### src/rtl/vga_timing_pkg.sv
// Shared screen geometry (snakePkg) plus the sync-decode helpers used by the VGA timing core.
package snakePkg;
   localparam int COORD_W = 10;
   typedef logic [COORD_W-1:0] coord_t;
   typedef struct packed {
      coord_t x;
      coord_t y;
   } pt2D;

   // 640x480 @ 60 Hz industry timing, in pixels and lines
   localparam int H_VIS_DEF = 640;
   localparam int H_FP_DEF  = 16;
   localparam int H_SW_DEF  = 96;
   localparam int H_BP_DEF  = 48;
   localparam int V_VIS_DEF = 480;
   localparam int V_FP_DEF  = 10;
   localparam int V_SW_DEF  = 2;
   localparam int V_BP_DEF  = 33;
endpackage

package vga_timing_pkg;
   import snakePkg::*;

   typedef struct packed {
      logic hsync;
      logic vsync;
      logic video_on;
   } sync_t;

   localparam sync_t SYNC_IDLE = '{hsync: 1'b1, vsync: 1'b1, video_on: 1'b0};

   typedef struct packed {
      coord_t h_vis;
      coord_t hs_lo;
      coord_t hs_len;
      coord_t v_vis;
      coord_t vs_lo;
      coord_t vs_len;
   } geom_t;

   // v lies in [lo, lo+len-1]; subtraction form avoids overflow near the top of the range
   function automatic logic in_span(coord_t v, coord_t lo, coord_t len);
      return (v >= lo) && ((v - lo) < len);
   endfunction

   function automatic sync_t decode(pt2D p, geom_t g);
      sync_t s;
      s.hsync    = ~in_span(p.x, g.hs_lo, g.hs_len);
      s.vsync    = ~in_span(p.y, g.vs_lo, g.vs_len);
      s.video_on = (p.x < g.h_vis) && (p.y < g.v_vis);
      return s;
   endfunction
endpackage

### src/rtl/vga_timing_if.sv
// Timing-generator bundle: pixel enable in, raster position and sync strobes out.
interface vga_timing_if;
   import snakePkg::*;

   logic   pix_en;
   coord_t ppc;
   coord_t plc;
   logic   hsync;
   logic   vsync;
   logic   video_on;
   logic   frame_tick;

   modport master (
      input  pix_en,
      output ppc, plc, hsync, vsync, video_on, frame_tick
   );

   modport slave (
      output pix_en,
      input  ppc, plc, hsync, vsync, video_on, frame_tick
   );
endinterface

### src/rtl/vga_timing_mod_counter.sv
// Modulo-MOD up-counter; resets to MOD-1 so the first enabled step lands on 0.
module mod_counter
   import snakePkg::*;
#(
   parameter int MOD = 800
) (
   input  logic   clk,
   input  logic   rst_n,
   input  logic   en,
   output coord_t count,
   output logic   wrap
);
   localparam coord_t LAST = coord_t'(MOD - 1);

   coord_t count_q, count_d;

   assign wrap  = en && (count_q == LAST);
   assign count = count_q;

   always_comb begin
      count_d = count_q;
      if (en) count_d = wrap ? '0 : count_q + 1'b1;
   end

   always_ff @(posedge clk or negedge rst_n) begin
      if (!rst_n) count_q <= LAST;
      else        count_q <= count_d;
   end
endmodule

### src/rtl/vga_timing.sv
// VGA raster timing: column/line counters with zero-skew registered sync, blanking and frame tick.
module vga_timing
   import snakePkg::*, vga_timing_pkg::*;
#(
   parameter int H_VIS = H_VIS_DEF,
   parameter int H_FP  = H_FP_DEF,
   parameter int H_SW  = H_SW_DEF,
   parameter int H_BP  = H_BP_DEF,
   parameter int V_VIS = V_VIS_DEF,
   parameter int V_FP  = V_FP_DEF,
   parameter int V_SW  = V_SW_DEF,
   parameter int V_BP  = V_BP_DEF
) (
   input  logic         clk,
   input  logic         rst_n,
   vga_timing_if.master vif
);
   localparam int H_TOT = H_VIS + H_FP + H_SW + H_BP;
   localparam int V_TOT = V_VIS + V_FP + V_SW + V_BP;

   localparam geom_t GEOM = '{
      h_vis:  coord_t'(H_VIS),
      hs_lo:  coord_t'(H_VIS + H_FP),
      hs_len: coord_t'(H_SW),
      v_vis:  coord_t'(V_VIS),
      vs_lo:  coord_t'(V_VIS + V_FP),
      vs_len: coord_t'(V_SW)
   };
   localparam coord_t V_LAST_VIS = coord_t'(V_VIS - 1);

   coord_t col, line;
   logic   col_wrap, line_wrap, line_en;
   pt2D    pos_nxt;
   sync_t  sync_q, sync_d;
   logic   frame_tick_q, frame_tick_d;

   assign line_en = vif.pix_en & col_wrap;

   mod_counter #(.MOD(H_TOT)) u_col (
      .clk   (clk),
      .rst_n (rst_n),
      .en    (vif.pix_en),
      .count (col),
      .wrap  (col_wrap)
   );

   mod_counter #(.MOD(V_TOT)) u_line (
      .clk   (clk),
      .rst_n (rst_n),
      .en    (line_en),
      .count (line),
      .wrap  (line_wrap)
   );

   // Decode the position the counters are about to present, so the sync
   // registers change on the very same edge as ppc/plc.
   always_comb begin
      pos_nxt = '{x: col, y: line};
      if (vif.pix_en) begin
         pos_nxt.x = col_wrap ? '0 : col + 1'b1;
         if (col_wrap) pos_nxt.y = line_wrap ? '0 : line + 1'b1;
      end
      sync_d       = vif.pix_en ? decode(pos_nxt, GEOM) : sync_q;
      frame_tick_d = line_en && (line == V_LAST_VIS);
   end

   always_ff @(posedge clk or negedge rst_n) begin
      if (!rst_n) begin
         sync_q       <= SYNC_IDLE;
         frame_tick_q <= 1'b0;
      end else begin
         sync_q       <= sync_d;
         frame_tick_q <= frame_tick_d;
      end
   end

   assign vif.ppc        = col;
   assign vif.plc        = line;
   assign vif.hsync      = sync_q.hsync;
   assign vif.vsync      = sync_q.vsync;
   assign vif.video_on   = sync_q.video_on;
   assign vif.frame_tick = frame_tick_q;
endmodule

### src/flat_wrapper.sv
// flat-port wrapper written by rule: the top's interface ports become plain ports
module vga_timing_flat import snakePkg::*, vga_timing_pkg::*;
#(
   parameter int H_VIS = H_VIS_DEF,
   parameter int H_FP  = H_FP_DEF,
   parameter int H_SW  = H_SW_DEF,
   parameter int H_BP  = H_BP_DEF,
   parameter int V_VIS = V_VIS_DEF,
   parameter int V_FP  = V_FP_DEF,
   parameter int V_SW  = V_SW_DEF,
   parameter int V_BP  = V_BP_DEF
)
  (clk, rst_n, vif_pix_en, vif_ppc, vif_plc, vif_hsync, vif_vsync, vif_video_on, vif_frame_tick);
  vga_timing_if vif_i ();
  input  logic clk;
  input  logic rst_n;
  input wire logic [$bits(vif_i.pix_en)-1:0] vif_pix_en;
  output wire logic [$bits(vif_i.ppc)-1:0] vif_ppc;
  output wire logic [$bits(vif_i.plc)-1:0] vif_plc;
  output wire logic [$bits(vif_i.hsync)-1:0] vif_hsync;
  output wire logic [$bits(vif_i.vsync)-1:0] vif_vsync;
  output wire logic [$bits(vif_i.video_on)-1:0] vif_video_on;
  output wire logic [$bits(vif_i.frame_tick)-1:0] vif_frame_tick;
  assign vif_i.pix_en = vif_pix_en;
  assign vif_ppc = vif_i.ppc;
  assign vif_plc = vif_i.plc;
  assign vif_hsync = vif_i.hsync;
  assign vif_vsync = vif_i.vsync;
  assign vif_video_on = vif_i.video_on;
  assign vif_frame_tick = vif_i.frame_tick;
  vga_timing #(.H_VIS(H_VIS), .H_FP(H_FP), .H_SW(H_SW), .H_BP(H_BP), .V_VIS(V_VIS), .V_FP(V_FP), .V_SW(V_SW), .V_BP(V_BP)) u_core (.clk(clk), .rst_n(rst_n), .vif(vif_i));
endmodule
### config.mk
export PLATFORM = sky130hd
export DESIGN_NAME = vga_timing_flat
export DESIGN_NICKNAME = d
export VERILOG_FILES = /design/src/rtl/vga_timing_pkg.sv /design/src/rtl/vga_timing_if.sv /design/src/rtl/vga_timing_mod_counter.sv /design/src/rtl/vga_timing.sv /design/src/flat_wrapper.sv
export SDC_FILE = /design/constraint.sdc
export NUM_CORES = 1
export LEC_CHECK = 0
export CORE_MARGIN = 3
export CORE_UTILIZATION = 30
export CTS_BUF_LIST = sky130_fd_sc_hd__clkbuf_8
export CTS_CLUSTER_DIAMETER = 50
export DETAILED_ROUTE_END_ITERATION = 8
export PLACE_DENSITY_LB_ADDON = 0.12
export RECOVER_POWER = 50
export SLEW_MARGIN = 30
export SYNTH_ARGS = -nofsm -noshare
export SYNTH_HDL_FRONTEND = slang
export SYNTH_SLANG_ARGS = --single-unit
### constraint.sdc
create_clock -name clk -period 8.8 [get_ports clk]
set_input_delay 1.32 -clock clk [delete_from_list [all_inputs] [get_ports clk]]
set_output_delay 1.32 -clock clk [all_outputs]
set_load 0.005 [all_outputs]
==> run_summary.xml <==
<?xml version="1.0" encoding="UTF-8"?>
<metrics>
  <group name="placed_design">
    <metric name="portBuffers" unit="">26</metric>
    <metric name="place.gp.congestion" unit="">0.873</metric>
    <metric name="hpwl" unit="um">2870</metric>
    <metric name="placed_instance_count" unit="">260</metric>
  </group>
  <group name="worst_setup_path">
    <metric name="criticalPathCategory" unit="">in -&gt; reg</metric>
    <metric name="critPathCaptureType" unit="">register</metric>
    <metric name="cp_cell_sequence" unit="">dlygate4sd3_1 -&gt; nand2_1 -&gt; or4_1 -&gt; nor2_1 -&gt; a22o_1 -&gt; inv_1 -&gt; ha_1 -&gt; nand2b_1 -&gt; nand3b_1 -&gt; o221ai_1 -&gt; o21ai_0 -&gt; o32a_1</metric>
    <metric name="r2r_start" unit="">u_core.u_col.count[0]</metric>
    <metric name="rr_endpoint" unit="">u_core.vif.vsync</metric>
    <metric name="crit_path_max_fanout" unit="">14</metric>
    <metric name="cp_data_required_time" unit="ns">9.00</metric>
    <metric name="cpPeakStageDelay" unit="ns">0.80</metric>
    <metric name="worstPathArrival" unit="ns">4.71</metric>
    <metric name="standard_cell_with_the_maximum_stage_delay_on_the_critical_path" unit="">sky130_fd_sc_hd__dlygate4sd3_1</metric>
    <metric name="worst_setup_path_start_kind" unit="">input pin</metric>
    <metric name="r2r_cells" unit="">12</metric>
    <metric name="setup.reg_to_reg.worst_slack" unit="ns">5.45</metric>
  </group>
  <group name="timing">
    <metric name="grt_setup_unrepaired" unit="">false</metric>
    <metric name="fin_setup_tns" unit="ns">0</metric>
    <metric name="fmax" unit="MHz">222</metric>
    <metric name="setup-violations-final" unit="">0</metric>
    <metric name="worst_clock_skew" unit="ns">0.00224</metric>
    <metric name="post-route-period-util" unit="">0.512</metric>
    <metric name="timing_worst_slew_pin_value" unit="ns">1.31</metric>
    <metric name="timing.final.hold_violations" unit="">0</metric>
    <metric name="report.final.slew_viol_count" unit="">0</metric>
    <metric name="finalWorstPathRequiredPeriod" unit="ns">4.50</metric>
    <metric name="slew-limit-headroom" unit="">0.130</metric>
  </group>
  <group name="grt">
    <metric name="track_usage" unit="">0.138</metric>
    <metric name="grt_start_max_net_pins" unit="">25</metric>
    <metric name="global_route_wire_length_before_repair" unit="um">6920</metric>
    <metric name="antenna_found_initial" unit="">0</metric>
    <metric name="grt_pass1_vias" unit="">1385</metric>
    <metric name="globalRoute.totalOverflow" unit="">0</metric>
  </group>
  <group name="route">
    <metric name="route.final.wire_length" unit="um">3940</metric>
    <metric name="drt_first_iter_violations" unit="">180</metric>
    <metric name="final_antenna_net_count" unit="">0</metric>
    <metric name="dr_total_vias" unit="">1395</metric>
    <metric name="routed_wire_length_per_instance" unit="um">14.9</metric>
    <metric name="avgViaCountPerCell" unit="">5.28</metric>
    <metric name="firstDrtPassIters" unit="">4</metric>
    <metric name="drc" unit="">0</metric>
  </group>
  <group name="yosys">
    <metric name="post_synth.cell_area_avg" unit="um^2">8.97</metric>
    <metric name="synth_top_flop_cell" unit="">sky130_fd_sc_hd__dfstp_2</metric>
    <metric name="netlist-cell-type-count" unit="">51</metric>
    <metric name="synth_top_area_share" unit="">0.201</metric>
    <metric name="synth_async_sr_flop_share" unit="">1.00</metric>
    <metric name="mappedNetlistNets" unit="">183</metric>
    <metric name="synth_sequential_area_ratio" unit="">0.392</metric>
    <metric name="synthesis.area" unit="mm^2">0.00157</metric>
    <metric name="yosys_register_bits" unit="">24</metric>
    <metric name="synth_enable_flop_cells" unit="">0</metric>
    <metric name="synth.largest_area_cell" unit="">sky130_fd_sc_hd__dfstp_2</metric>
    <metric name="post_synth_main_area_contributors" unit="">sky130_fd_sc_hd__dfstp_2 20%, sky130_fd_sc_hd__dfrtp_1 19%, sky130_fd_sc_hd__ha_1 4.0%, sky130_fd_sc_hd__nand4_1 4.0%, sky130_fd_sc_hd__xor2_1 3.9%</metric>
    <metric name="synthesis.yosys.warnings" unit="">0</metric>
    <metric name="synthCells" unit="">175</metric>
  </group>
  <group name="layout">
    <metric name="layout.nets" unit="">206</metric>
    <metric name="layout_filler_cell_count" unit="">499</metric>
    <metric name="area_growth_syn_to_layout" unit="%">23.3</metric>
    <metric name="finish.cell_count_without_fillers" unit="">264</metric>
    <metric name="drive_above_1_share" unit="">0.132</metric>
    <metric name="antenna_cells" unit="">0</metric>
  </group>
  <group name="pwr">
    <metric name="cell_int_power" unit="uW">227</metric>
    <metric name="leakage" unit="uW">0.000731</metric>
    <metric name="share_of_total_power_consumed_by_net_switching" unit="">0.319</metric>
    <metric name="power_density_over_cell_area" unit="mW/mm^2">172</metric>
    <metric name="share_comb_of_total_power" unit="">0.298</metric>
    <metric name="worst_vdd_rail_ir_drop" unit="mV">0.0635</metric>
    <metric name="total_switching_power" unit="uW">106</metric>
    <metric name="power.share.sequential" unit="">0.469</metric>
    <metric name="clkPwrFrac" unit="">0.233</metric>
  </group>
  <group name="clocking">
    <metric name="cts_inserted_buffers" unit="">3</metric>
    <metric name="cts_max_level" unit="">1</metric>
    <metric name="clk_pin_slew" unit="ns">0.09</metric>
    <metric name="cts_hold_repair.buffers" unit="">0</metric>
    <metric name="clock-root-buffer" unit="">sky130_fd_sc_hd__clkbuf_8</metric>
    <metric name="postCtsSetupBuffers" unit="">0</metric>
    <metric name="cts_resized" unit="">0</metric>
    <metric name="clock_tree_from_tritoncts" unit="">done</metric>
    <metric name="cts_max_path_buffers" unit="">2</metric>
    <metric name="clkLatencyLatePin" unit="ns">0.27</metric>
    <metric name="cts.sink_count" unit="">24</metric>
  </group>
  <group name="floorplanning">
    <metric name="io-pin-count" unit="">27</metric>
    <metric name="floorplan.initialDensity" unit="">0.322</metric>
    <metric name="placeableCoreArea" unit="mm^2">0.00488</metric>
    <metric name="die_w" unit="um">78.3</metric>
    <metric name="die_height" unit="um">78.3</metric>
    <metric name="die_footprint" unit="mm^2">0.00614</metric>
    <metric name="rows" unit="">25</metric>
  </group>
  <group name="worst_hold_path">
    <metric name="hold_path_class" unit="">reg -&gt; reg</metric>
    <metric name="hold_path_startpoint" unit="">u_core.vif.video_on</metric>
    <metric name="timing.hold.worst_path_depth" unit="">1</metric>
    <metric name="holdPathEnd" unit="">u_core.vif.video_on</metric>
  </group>
  <group name="run">
    <metric name="max_cap_viol_count" unit="">0</metric>
  </group>
  <group name="run_status">
    <metric name="run_status" unit="">complete, no violations</metric>
  </group>
</metrics>
cells in the mapped netlist (2+ instances only):
cell and instances:
sky130_fd_sc_hd__nor2_1 11, sky130_fd_sc_hd__inv_1 10, sky130_fd_sc_hd__o41ai_1 2, sky130_fd_sc_hd__o2bb2ai_1 2
sky130_fd_sc_hd__o21ai_0 7, sky130_fd_sc_hd__mux2_2 2, sky130_fd_sc_hd__nor3_1 10, sky130_fd_sc_hd__a22o_1 2
sky130_fd_sc_hd__o31a_1 2, sky130_fd_sc_hd__nand2_1 15, sky130_fd_sc_hd__dfrtp_1 12, sky130_fd_sc_hd__a21oi_1 6
sky130_fd_sc_hd__dfstp_2 12, sky130_fd_sc_hd__or2_2 2, sky130_fd_sc_hd__and3_1 3, sky130_fd_sc_hd__xor2_1 7
sky130_fd_sc_hd__nand4_1 10, sky130_fd_sc_hd__and2_1 2, sky130_fd_sc_hd__xnor2_1 6, sky130_fd_sc_hd__o22ai_1 2
sky130_fd_sc_hd__nand3_1 7, sky130_fd_sc_hd__a31oi_1 3, sky130_fd_sc_hd__nor2b_1 2, sky130_fd_sc_hd__ha_1 5
sky130_fd_sc_hd__clkbuf_1 7
state kept, by name, summed over array words and instances, names as in the netlist:
signal,flops
u_core.vif.hsync,1
u_core.vif.frame_tick,1
u_core.u_line.count,10
u_core.vif.vsync,1
u_core.vif.video_on,1
u_core.u_col.count,10
placed cells by master, fill, tap and decap left out, types with 3 or more instances in the layout:
| master | netlist | routed |
|---|---|---|
| sky130_fd_sc_hd__dfstp_2 | 12 | 12 |
| sky130_fd_sc_hd__dfrtp_1 | 12 | 12 |
| sky130_fd_sc_hd__xor2_1 | 7 | 7 |
| sky130_fd_sc_hd__nor2_1 | 11 | 11 |
| sky130_fd_sc_hd__dlygate4sd3_1 | 0 | 11 |
| sky130_fd_sc_hd__ha_1 | 5 | 5 |
| sky130_fd_sc_hd__nand2_1 | 15 | 15 |
| sky130_fd_sc_hd__nand3_1 | 7 | 7 |
| sky130_fd_sc_hd__clkdlybuf4s50_1 | 0 | 14 |
| sky130_fd_sc_hd__and3_1 | 3 | 3 |
| sky130_fd_sc_hd__inv_1 | 10 | 10 |
| sky130_fd_sc_hd__o21ai_0 | 7 | 7 |
| sky130_fd_sc_hd__xnor2_1 | 6 | 6 |
| sky130_fd_sc_hd__a31oi_1 | 3 | 3 |
| sky130_fd_sc_hd__nor3_1 | 10 | 10 |
| sky130_fd_sc_hd__clkbuf_8 | 0 | 4 |
| sky130_fd_sc_hd__nand4_1 | 10 | 10 |
| sky130_fd_sc_hd__a21oi_1 | 6 | 6 |
per-layer routing:
| layer | share of wire | wire [um] | vias to the layer above | global-route usage |
|---|---|---|---|---|
| met5 | 0 | 0 | - | 0 |
| met1 | 0.51 | 2020 | 677 | 0.208 |
| met3 | 0.053 | 210 | 2 | 0.0229 |
| li1 | - | - | 679 | - |
| met4 | 0.0048 | 19 | 0 | 0.0350 |
| met2 | 0.43 | 1690 | 37 | 0.203 |
per-stage QoR:
step | setup slack (ns) | hold slack [ns] | util | power, uW | area [um^2]
2_1_floorplan | 5.12 | 0.487 | - | 211 | 1570
3_3_place_gp | 4.22 | 0.480 | 0.387 | 257 | 1890
3_5_place_dp | 4.11 | 0.480 | 0.386 | 258 | 1880
4_1_cts | 4.39 | 0.502 | 0.397 | 338 | 1940
5_1_grt | 4.03 | 0.539 | 0.397 | 357 | 1940
6_report | 4.30 | 0.488 | 0.397 | 333 | 1940
cells by family (layout without fill, tap and decap cells):
kind of cell / count (synthesis) / in the layout / synth area share
AO/OA/AOI/OAI: 35 / 35 / 0.158
multiplexers: 3 / 3 / 0.0207
XOR/XNOR: 13 / 13 / 0.0725
adder cells (fa/ha/maj): 5 / 5 / 0.0398
AND/OR/NAND/NOR: 76 / 76 / 0.271
flip-flops: 24 / 24 / 0.392
buffers and inverters: 19 / 41 / 0.0462
power by group through the flow:
| stage | clock [uW] | sequential, uW | combinational [uW] |
|---|---|---|---|
| 4_1_cts | 80.5 | 157 | 101 |
| 3_3_place_gp | 0 | 158 | 98.3 |
| 3_5_place_dp | 0 | 158 | 99.4 |
| 2_1_floorplan | 0 | 156 | 55.3 |
| 6_report | 77.6 | 156 | 99.2 |
| 5_1_grt | 84.6 | 160 | 112 |
layout make-up:
class                      instances  area, um^2  share of cell area
sequential                        24         616               0.318
timing repair buffer              27         262               0.135
multi-input combinational        132         882               0.456
clock buffer                       4        55.1              0.0284
inverter                          10        37.5              0.0194
tap                               67        83.8              0.0433
worst max-delay path by stage:
stage                     startpoint          endpoint  slack (ns)
after floorplan           vif_pix_en  u_core.vif.vsync        5.12
after global placement    vif_pix_en  u_core.vif.vsync        4.22
after detailed placement  vif_pix_en  u_core.vif.vsync        4.11
after CTS                 vif_pix_en  u_core.vif.vsync        4.39
after global routing      vif_pix_en  u_core.vif.vsync        4.03
final                     vif_pix_en  u_core.vif.vsync        4.30
critical path: cells and delay by family:
family	cells	cell delay (ns)
compound gates	4	0.69
fa+ha+maj	1	0.19
buf+inv	2	0.85
simple gates	5	1.64
Note: power is estimated with default switching activity, not from simulation.
